### src/rtl/rtc_timekeeper.sv
// BCD real-time-clock core: loads a 64-bit time/control image, counts seconds off the system clock.
// Optional alarm comparator enabled by defining RTC_ALARM_EN.
module rtc_timekeeper #(
    parameter int unsigned CLK_HZ = 53200000
) (
    input  logic        clk,
    input  logic        rst,
    input  logic        load,
    input  logic [63:0] load_time,
    output logic [63:0] time_q,
    output logic        tick_1hz,
    input  logic        alarm_we,
    input  logic [23:0] alarm_d,
    input  logic        alarm_ack,
    output logic        alarm_irq
);

    localparam int unsigned PW = (CLK_HZ > 1) ? $clog2(CLK_HZ) : 1;
    localparam logic [PW-1:0] TC = PW'(CLK_HZ - 1);
    localparam logic [63:0] RESET_IMG = 64'h0000_0101_0100_0000;

    logic [PW-1:0] presc_q, presc_d;
    logic          run, term, tick_q;
    logic [63:0]   time_inc, load_img;
    logic [7:0]    date_lim;
    logic [4:0]    year_sum;
    logic          leap;
    logic [8:0]    r_sec, r_min, r_hr, r_dow, r_date, r_mon, r_yr;

    function automatic logic [7:0] bcd_inc(input logic [7:0] v);
        if (v[3:0] >= 4'h9) return {v[7:4] + 4'h1, 4'h0};
        return {v[7:4], v[3:0] + 4'h1};
    endfunction

    // Returns {carry_out, new_value}; a disabled field passes through unchanged.
    function automatic logic [8:0] fstep(input logic [7:0] v, input logic en,
                                         input logic [7:0] lim, input logic [7:0] base);
        if (!en) return {1'b0, v};
        if (v >= lim) return {1'b1, base};
        return {1'b0, bcd_inc(v)};
    endfunction

    assign run      = time_q[56];
    assign term     = run && (presc_q == TC);
    assign load_img = {6'b0, 1'b1, load_time[56:0]};

    // Year mod 4 from BCD digits: 10*t + o == 2*t + o (mod 4).
    assign year_sum = {time_q[55:52], 1'b0} + {1'b0, time_q[51:48]};
    assign leap     = (year_sum[1:0] == 2'b00);

    always_comb begin
        date_lim = 8'h31;
        case (time_q[47:40])
            8'h04, 8'h06, 8'h09, 8'h11: date_lim = 8'h30;
            8'h02:                      date_lim = leap ? 8'h29 : 8'h28;
            default:                    date_lim = 8'h31;
        endcase
    end

    assign r_sec  = fstep(time_q[7:0],   1'b1,      8'h59, 8'h00);
    assign r_min  = fstep(time_q[15:8],  r_sec[8],  8'h59, 8'h00);
    assign r_hr   = fstep(time_q[23:16], r_min[8],  8'h23, 8'h00);
    assign r_dow  = fstep(time_q[31:24], r_hr[8],   8'h07, 8'h01);
    assign r_date = fstep(time_q[39:32], r_hr[8],   date_lim, 8'h01);
    assign r_mon  = fstep(time_q[47:40], r_date[8], 8'h12, 8'h01);
    assign r_yr   = fstep(time_q[55:48], r_mon[8],  8'h99, 8'h00);

    assign time_inc = {time_q[63:56], r_yr[7:0], r_mon[7:0], r_date[7:0], r_dow[7:0],
                       r_hr[7:0], r_min[7:0], r_sec[7:0]};

    always_comb begin
        presc_d = '0;
        if (run && !term) presc_d = presc_q + 1'b1;
    end

    always_ff @(posedge clk or posedge rst) begin
        if (rst) begin
            time_q  <= RESET_IMG;
            presc_q <= '0;
            tick_q  <= 1'b0;
        end else if (load) begin
            time_q  <= load_img;
            presc_q <= '0;
            tick_q  <= 1'b0;
        end else begin
            presc_q <= presc_d;
            tick_q  <= term;
            if (term) time_q <= time_inc;
        end
    end

    assign tick_1hz = tick_q;

`ifdef RTC_ALARM_EN
    logic [23:0] alarm_q;
    logic        irq_q;
    logic        unused_bits;

    always_ff @(posedge clk or posedge rst) begin
        if (rst) begin
            alarm_q <= '0;
            irq_q   <= 1'b0;
        end else begin
            if (alarm_we) alarm_q <= alarm_d;
            // A match on the same edge as an ack keeps the flag set.
            if (term && !load && (time_inc[23:0] == alarm_q)) irq_q <= 1'b1;
            else if (alarm_ack) irq_q <= 1'b0;
        end
    end

    assign alarm_irq   = irq_q;
    assign unused_bits = ^{load_time[63:57], r_dow[8], r_yr[8]};
`else
    logic unused_bits;

    assign alarm_irq   = 1'b0;
    assign unused_bits = ^{load_time[63:57], r_dow[8], r_yr[8], alarm_we, alarm_d, alarm_ack};
`endif

endmodule

### config.mk
export PLATFORM = sky130hd
export DESIGN_NAME = rtc_timekeeper
export DESIGN_NICKNAME = d
export VERILOG_FILES = /design/src/rtl/rtc_timekeeper.sv
export SDC_FILE = /design/constraint.sdc
export NUM_CORES = 1
export LEC_CHECK = 0
export BUFFER_PORTS_ARGS = -buffer_cell sky130_fd_sc_hd__buf_4
export CAP_MARGIN = 0
export CORE_ASPECT_RATIO = 2
export CORE_MARGIN = 2
export CORE_UTILIZATION = 45
export CTS_BUF_LIST = sky130_fd_sc_hd__clkbuf_4 sky130_fd_sc_hd__clkbuf_8
export DETAILED_ROUTE_END_ITERATION = 10
export PLACE_DENSITY_LB_ADDON = 0.08
export SLEW_MARGIN = 15
export SYNTH_ARGS = -nofsm -noshare
export SYNTH_HDL_FRONTEND = slang
export SYNTH_SLANG_ARGS = --single-unit
### constraint.sdc
create_clock -name clk -period 3.9 [get_ports clk]
set_input_delay 0.975 -clock clk [delete_from_list [all_inputs] [get_ports clk]]
set_output_delay 0.975 -clock clk [all_outputs]
set_load 0.01 [all_outputs]
==> metrics, run 1 <==
hpwl dp=11100 um; most common cell after layout, fill and taps aside=buf_4; CTS tree=yes; Synth top area share=0.385; most frequent cells in the layout=130 x buf_4, 82 x dfrtp_1, 53 x nor2_1; Syn Area/Cell=9.17 um^2; fin crit share=0.945; CP Capture Type=register; WP data arrival=3.95 ns; Post-Syn Area=0.00533 mm^2; Max FO, Critical Path=8; CP startpoint kind=register; ratio of cells with drive above 1 in the final layout=0.242; total track usage=0.237; CTS Buffer Depth=2; Fillers=1088; fin worst setup slack=0.214 ns; DIE AREA=0.0128 mm^2; Synth cell types=68; Reg area=0.00213 mm^2; 1st-pass router iterations=5; Net Switching=721 uW; CP Capture Point=time_q[44]; Final nets=842; FFs w/ async S/R, synth=1.00; CP Class=reg2reg; CTS root buf=clkbuf_8; H-Tree Depth=3; initial core utilization=0.458; Hold WS=0.478 ns; crit-path cells=inv_1 > ha_1 > o21ai_0 > o21ai_0 > a32oi_1 > nor3_1 > a21oi_1 > ha_1 > or4b_4 > a221oi_4 > and2_4 > buf_12 > nor3_1 > a32o_1 > a22o_1; largest net degree at the start of global routing=52; reg2reg setup slack=0.21 ns; first-pass GRT wire length=23500 um; Syn Inst Count=581; Slew Viols, Final=0; # hold bufs at CTS=0; Clock Power Share=0.308; Cell Int Power=1600 uW; Rel. slew slack=0.430; Slew @ Worst Pin=0.843 ns; wire length per cell=17.2 um; outcome=completed; GR Overflow Total=0; IO buf count=118; Post-Synth XOR/XNOR Area=0.0345; CP startpoint=time_q[40]; RePlAce Congestion=0.826; CTS Buf Count=9; row count=56; Yosys warning count=0; Area Overhead vs Synth=25.7%; WL final=14700 um; r2r endpoint=time_q[44]; R2R depth=15; area of the core=0.0116 mm^2; Synth area leaders=dfrtp_1 39%, ha_1 9.9%, nor2_1 3.7%, o21ai_0 3.5%, inv_1 3.5%; CP delay by family, top=compound AO/OA/AOI/OAI gates; Worst IR Drop VDD=0.000239 V; cell count after placement=840; Routed Antenna Nets=0; reg2reg start=time_q[40]; Clock Skew=0.0184 ns; sequential share of the synthesized area=0.400; area leader, netlist=dfrtp_1; Adder-Cell Fraction of Synth Area=0.0987; DR vias/cell=5.67; post-synthesis compound-gate area fraction=0.194; WP depth=15; Fin. Hold Viols=0; combinational share of power=0.243; CP max-delay cell=dfstp_2; Buf/Inv on CP=2; CTS sink cnt=85; Multi-input gate area=0.00295 mm^2; Setup WS pre-CTS=-0.102 ns; Flop pwr share=0.449; DRC=0; via count=4862; post-synthesis mux area share=0.00987; final count of negative-setup-slack endpoints=0; fmax=271 MHz; MaxCap Viol Count=0; Synth Area in Simple Gates=0.206; die span in x=80.9 um; Final Non-Filler Cells=857; switching share of power=0.310; RSZ-0062 raised after global routing=false; Worst Hold Class=reg2reg; Power Dens Cells=347 mW/mm^2; register bit total from synthesis=85; Fin Setup TNS=0 ns; commonest register cell after synthesis=dfrtp_1; Critical Path RT=4.17 ns; Die Ht=158 um; fin crit period=3.69 ns; antenna cells=0; Skew-Pair Late Insertion Delay=0.37 ns; initial antenna violation count=0; Lkg Pwr=0.00308 uW; CTS clk-pin slew, worst paths=0.10 ns; number of global-route vias before repair=4943; Max stage delay on crit path=0.58 ns; DR iter-0 viols=167; number of synthesized flops with an enable pin=0; main combinational cell family by area after synthesis=simple AND/OR/NAND/NOR gates; # IOs=159
-- cell families (layout without fill, tap and decap cells) --
kind of cell,count (synthesis),count (layout)
compound gates,150,150
other cells,1,7
xor+xnor,21,21
simple gates,205,205
mux,5,5
flops,85,85
fa+ha+maj,42,42
buf+inv,72,197
-- layout make-up --
type	instances	share of cell area
clock buffers	11	0.0217
inverters	49	0.0277
flip-flops and latches	85	0.318
well taps	145	0.0271
multi-input cells	430	0.441
repair buffers	132	0.152
clock inverters	5	0.0125
-- through the flow --
step	instance area, um^2	total power [uW]	utilization
after floorplan	5350	1350	-
after CTS	6660	2350	0.573
final	6690	2320	0.575
after global placement	6420	1600	0.552
after detailed placement	6420	1620	0.552
after global routing	6690	2450	0.575
-- registers in the layout, summed over array words and instances (netlist names) --
name and count:
time_q 58, presc_q 26, tick_1hz 1
-- what timing repair did --
item	CTS	global route
setup endpoints to repair	4	17
resized for setup	2	3
setup buffers	0	1
pin swaps	1	1
-- how the worst min path moves through the flow --
stage | slack, ns | start | depth (start not counted) | to
2_1_floorplan | 0.45 | presc_q[0] | 1 | presc_q[0]
3_3_place_gp | 0.46 | time_q[57] | 1 | time_q[57]
3_5_place_dp | 0.46 | time_q[57] | 1 | time_q[57]
4_1_cts | 0.49 | time_q[57] | 1 | time_q[57]
5_1_grt | 0.51 | time_q[57] | 1 | time_q[57]
6_report | 0.48 | time_q[57] | 1 | time_q[57]
-- power by group through the flow --
stage	logic [uW]	clock network, uW	registers, uW
floorplan	283	0	1060
global placement	545	0	1060
detailed placement	559	0	1060
CTS	564	741	1040
global route	627	767	1050
finish	563	716	1040
-- cells in the mapped netlist, drive strengths merged (4+ instances only) --
| cell | instances |
|---|---|
| dfrtp | 82 |
| nor2 | 53 |
| inv | 49 |
| ha | 42 |
| nand2 | 41 |
| o21ai | 40 |
| a21oi | 29 |
| nand3 | 25 |
| clkbuf | 12 |
| buf | 11 |
| nor3 | 11 |
| xnor2 | 11 |
| a22o | 10 |
| and3 | 10 |
| nand4 | 10 |
| xor2 | 10 |
| nor4 | 9 |
| or3 | 8 |
| nand2b | 7 |
| o31ai | 6 |
| a221o | 5 |
| a22oi | 5 |
| a2bb2oi | 5 |
| a32oi | 5 |
| a21o | 4 |
| a31oi | 4 |
| and4 | 4 |
| nor3b | 4 |
| o211ai | 4 |
| o31a | 4 |
| or2 | 4 |
| or4 | 4 |
-- layer usage --
metal,up-vias,track usage,part of all wire,wire (um)
met1,2387,0.252,0.37,5450
met3,28,0.0331,0.036,522
met5,-,0,0,0
met2,110,0.455,0.57,8390
met4,0,0.0872,0.023,342
li1,2337,-,-,-
Power figures use the tool's default switching activity.
==> inputs of run 2 (changes only) <==
==> constraint.sdc (replaced) <==
create_clock -name clk -period 3.9 [get_ports clk]
set_input_delay 0.78 -clock clk [delete_from_list [all_inputs] [get_ports clk]]
set_output_delay 0.78 -clock clk [all_outputs]
set_load 0.01 [all_outputs]
==> metrics, run 2 (same netlist as run 1, synthesis figures left out) <==
CTS Buffer Depth=2 (unchanged); MaxCap Viol Count=0 (unchanged); Worst IR Drop VDD=0.000249 V (+4.3%); fin crit period=3.63 ns (-0.0565 ns); DRC=0 (unchanged); most common cell after layout, fill and taps aside=buf_4; Reg area=0.00213 mm^2 (unchanged); number of global-route vias before repair=4960 (+0.34%); Rel. slew slack=0.390 (-0.0401); Slew Viols, Final=0 (unchanged); Max stage delay on crit path=0.56 ns (-0.02 ns); CP max-delay cell=dfstp_2; RePlAce Congestion=0.847 (+2.5%); die span in x=80.9 um (unchanged); Routed Antenna Nets=0 (unchanged); Die Ht=158 um (unchanged); total track usage=0.242 (+0.00495); Final Non-Filler Cells=858 (+0.12%); Hold WS=0.408 ns (-0.0698 ns); Total Power=2350 uW (+1.1%); CTS clk-pin slew, worst paths=0.10 ns (about the same); Buf/Inv on CP=2 (unchanged); switching share of power=0.314 (+0.00411); antenna cells=0 (unchanged); Flop pwr share=0.445 (-0.004); Clock Skew=0.0219 ns (+0.00352 ns); fin crit share=0.931 (-0.0145); Fillers=1094 (+0.55%); CTS sink cnt=85 (unchanged); first-pass GRT wire length=23900 um (+2.0%); CP startpoint kind=register; initial antenna violation count=0 (unchanged); most frequent cells in the layout=132 x buf_4, 82 x dfrtp_1, 53 x nor2_1; CP Class=reg2reg; Worst Hold Class=in2async; IO buf count=118 (unchanged); area of the core=0.0116 mm^2 (unchanged); Final nets=843 (+0.12%); H-Tree Depth=3 (unchanged); Multi-input gate area=0.00295 mm^2 (unchanged); combinational share of power=0.241 (-0.002); Net Switching=738 uW (+2.4%); wire length per cell=17.3 um (+1.1%); ratio of cells with drive above 1 in the final layout=0.243 (+0.00106); GR Overflow Total=0 (unchanged); cell count after placement=841 (+0.12%); final count of negative-setup-slack endpoints=0 (unchanged); Max FO, Critical Path=8 (unchanged); CP Capture Type=register; Fin. Hold Viols=0 (unchanged); DIE AREA=0.0128 mm^2 (unchanged); Cell Int Power=1610 uW (+0.49%); crit-path cells=inv_1 > ha_1 > o21ai_0 > o21ai_0 > a32oi_1 > nor3_1 > a21oi_1 > ha_1 > or4b_4 > a221oi_4 > and2_4 > buf_12 > nor4b_4 > a32o_1 > a31o_2; Skew-Pair Late Insertion Delay=0.38 ns (about the same); Critical Path RT=4.17 ns (about the same); WL final=14900 um (+1.2%); outcome=completed; Area Overhead vs Synth=25.7% (unchanged); DR vias/cell=5.70 (+0.50%); Largest Register=time_q; via count=4892 (+0.62%); RSZ-0062 raised after global routing=false; CTS Buf Count=9 (unchanged); 1st-pass router iterations=4 (-1); DR iter-0 viols=209 (+25%); CTS tree=yes; row count=56 (unchanged); # IOs=159 (unchanged); number of flip-flops in the largest register=58 (unchanged); hpwl dp=11300 um (+1.1%); Clock Power Share=0.315 (+0.007); WP data arrival=3.90 ns (-0.05 ns); initial core utilization=0.458 (unchanged); CP delay by family, top=compound AO/OA/AOI/OAI gates; CTS root buf=clkbuf_8; Slew @ Worst Pin=0.911 ns (+0.0677 ns); Lkg Pwr=0.00308 uW (about the same); Power Dens Cells=351 mW/mm^2 (+1.1%); # hold bufs at CTS=0 (unchanged); largest net degree at the start of global routing=36 (-31%); fmax=275 MHz (+1.6%)
run 2: layout make-up:
type / instances / area share
multi-input combinational: 430 / 0.441
clock buffer: 11 / 0.0226
tap: 145 / 0.0271
sequential: 85 / 0.318
clock inverter: 5 / 0.0123
inverter: 49 / 0.0277
timing repair buffer: 133 / 0.151
run 2: power groups by stage:
stage                     Combinational, uW  Sequential, uW  Clock (uW)
final                                   565            1040         739
after global routing                    627            1050         788
after CTS                               564            1040         756
after floorplan                         283            1060           0
after global placement                  546            1060           0
after detailed placement                561            1060           0
run 2: repair_timing:
| action | in CTS | in global routing |
|---|---|---|
| pin swaps | 0 | 5 |
| setup buffers | 0 | 1 |
| hold endpoints to repair | 0 | 0 |
| endpoints found under the setup margin | 1 | 16 |
| gates resized for setup | 1 | 4 |
run 2: stage by stage:
step                      area [um^2]  utilization  setup TNS (ns)  setup WS [ns]
after floorplan                  5350            -               0          0.216
after global placement           6420        0.552               0         0.0176
after detailed placement         6420        0.552         -0.0135        -0.0135
after CTS                        6660        0.573               0         0.0689
after global routing             6690        0.575               0         0.0919
final                            6690        0.575               0          0.270
run 2: final timing paths:
path / depth (start not counted) / to / startpoint / slack [ns]
min: 2 / time_q[51] / rst / 0.41
max reg2reg: 15 / time_q[54] / time_q[40] / 0.27
min reg2reg: 1 / time_q[57] / time_q[57] / 0.48
max in group asynchronous: 3 / time_q[32] / rst / 2.63
min in group clk: 1 / time_q[57] / time_q[57] / 0.48
max: 15 / time_q[54] / time_q[40] / 0.27
run 2: per-layer routing:
| metal | vias up | part of all wire | track usage |
|---|---|---|---|
| met5 | - | 0 | 0 |
| met2 | 115 | 0.56 | 0.458 |
| li1 | 2346 | - | - |
| met4 | 0 | 0.033 | 0.107 |
| met3 | 33 | 0.030 | 0.0262 |
| met1 | 2398 | 0.38 | 0.259 |
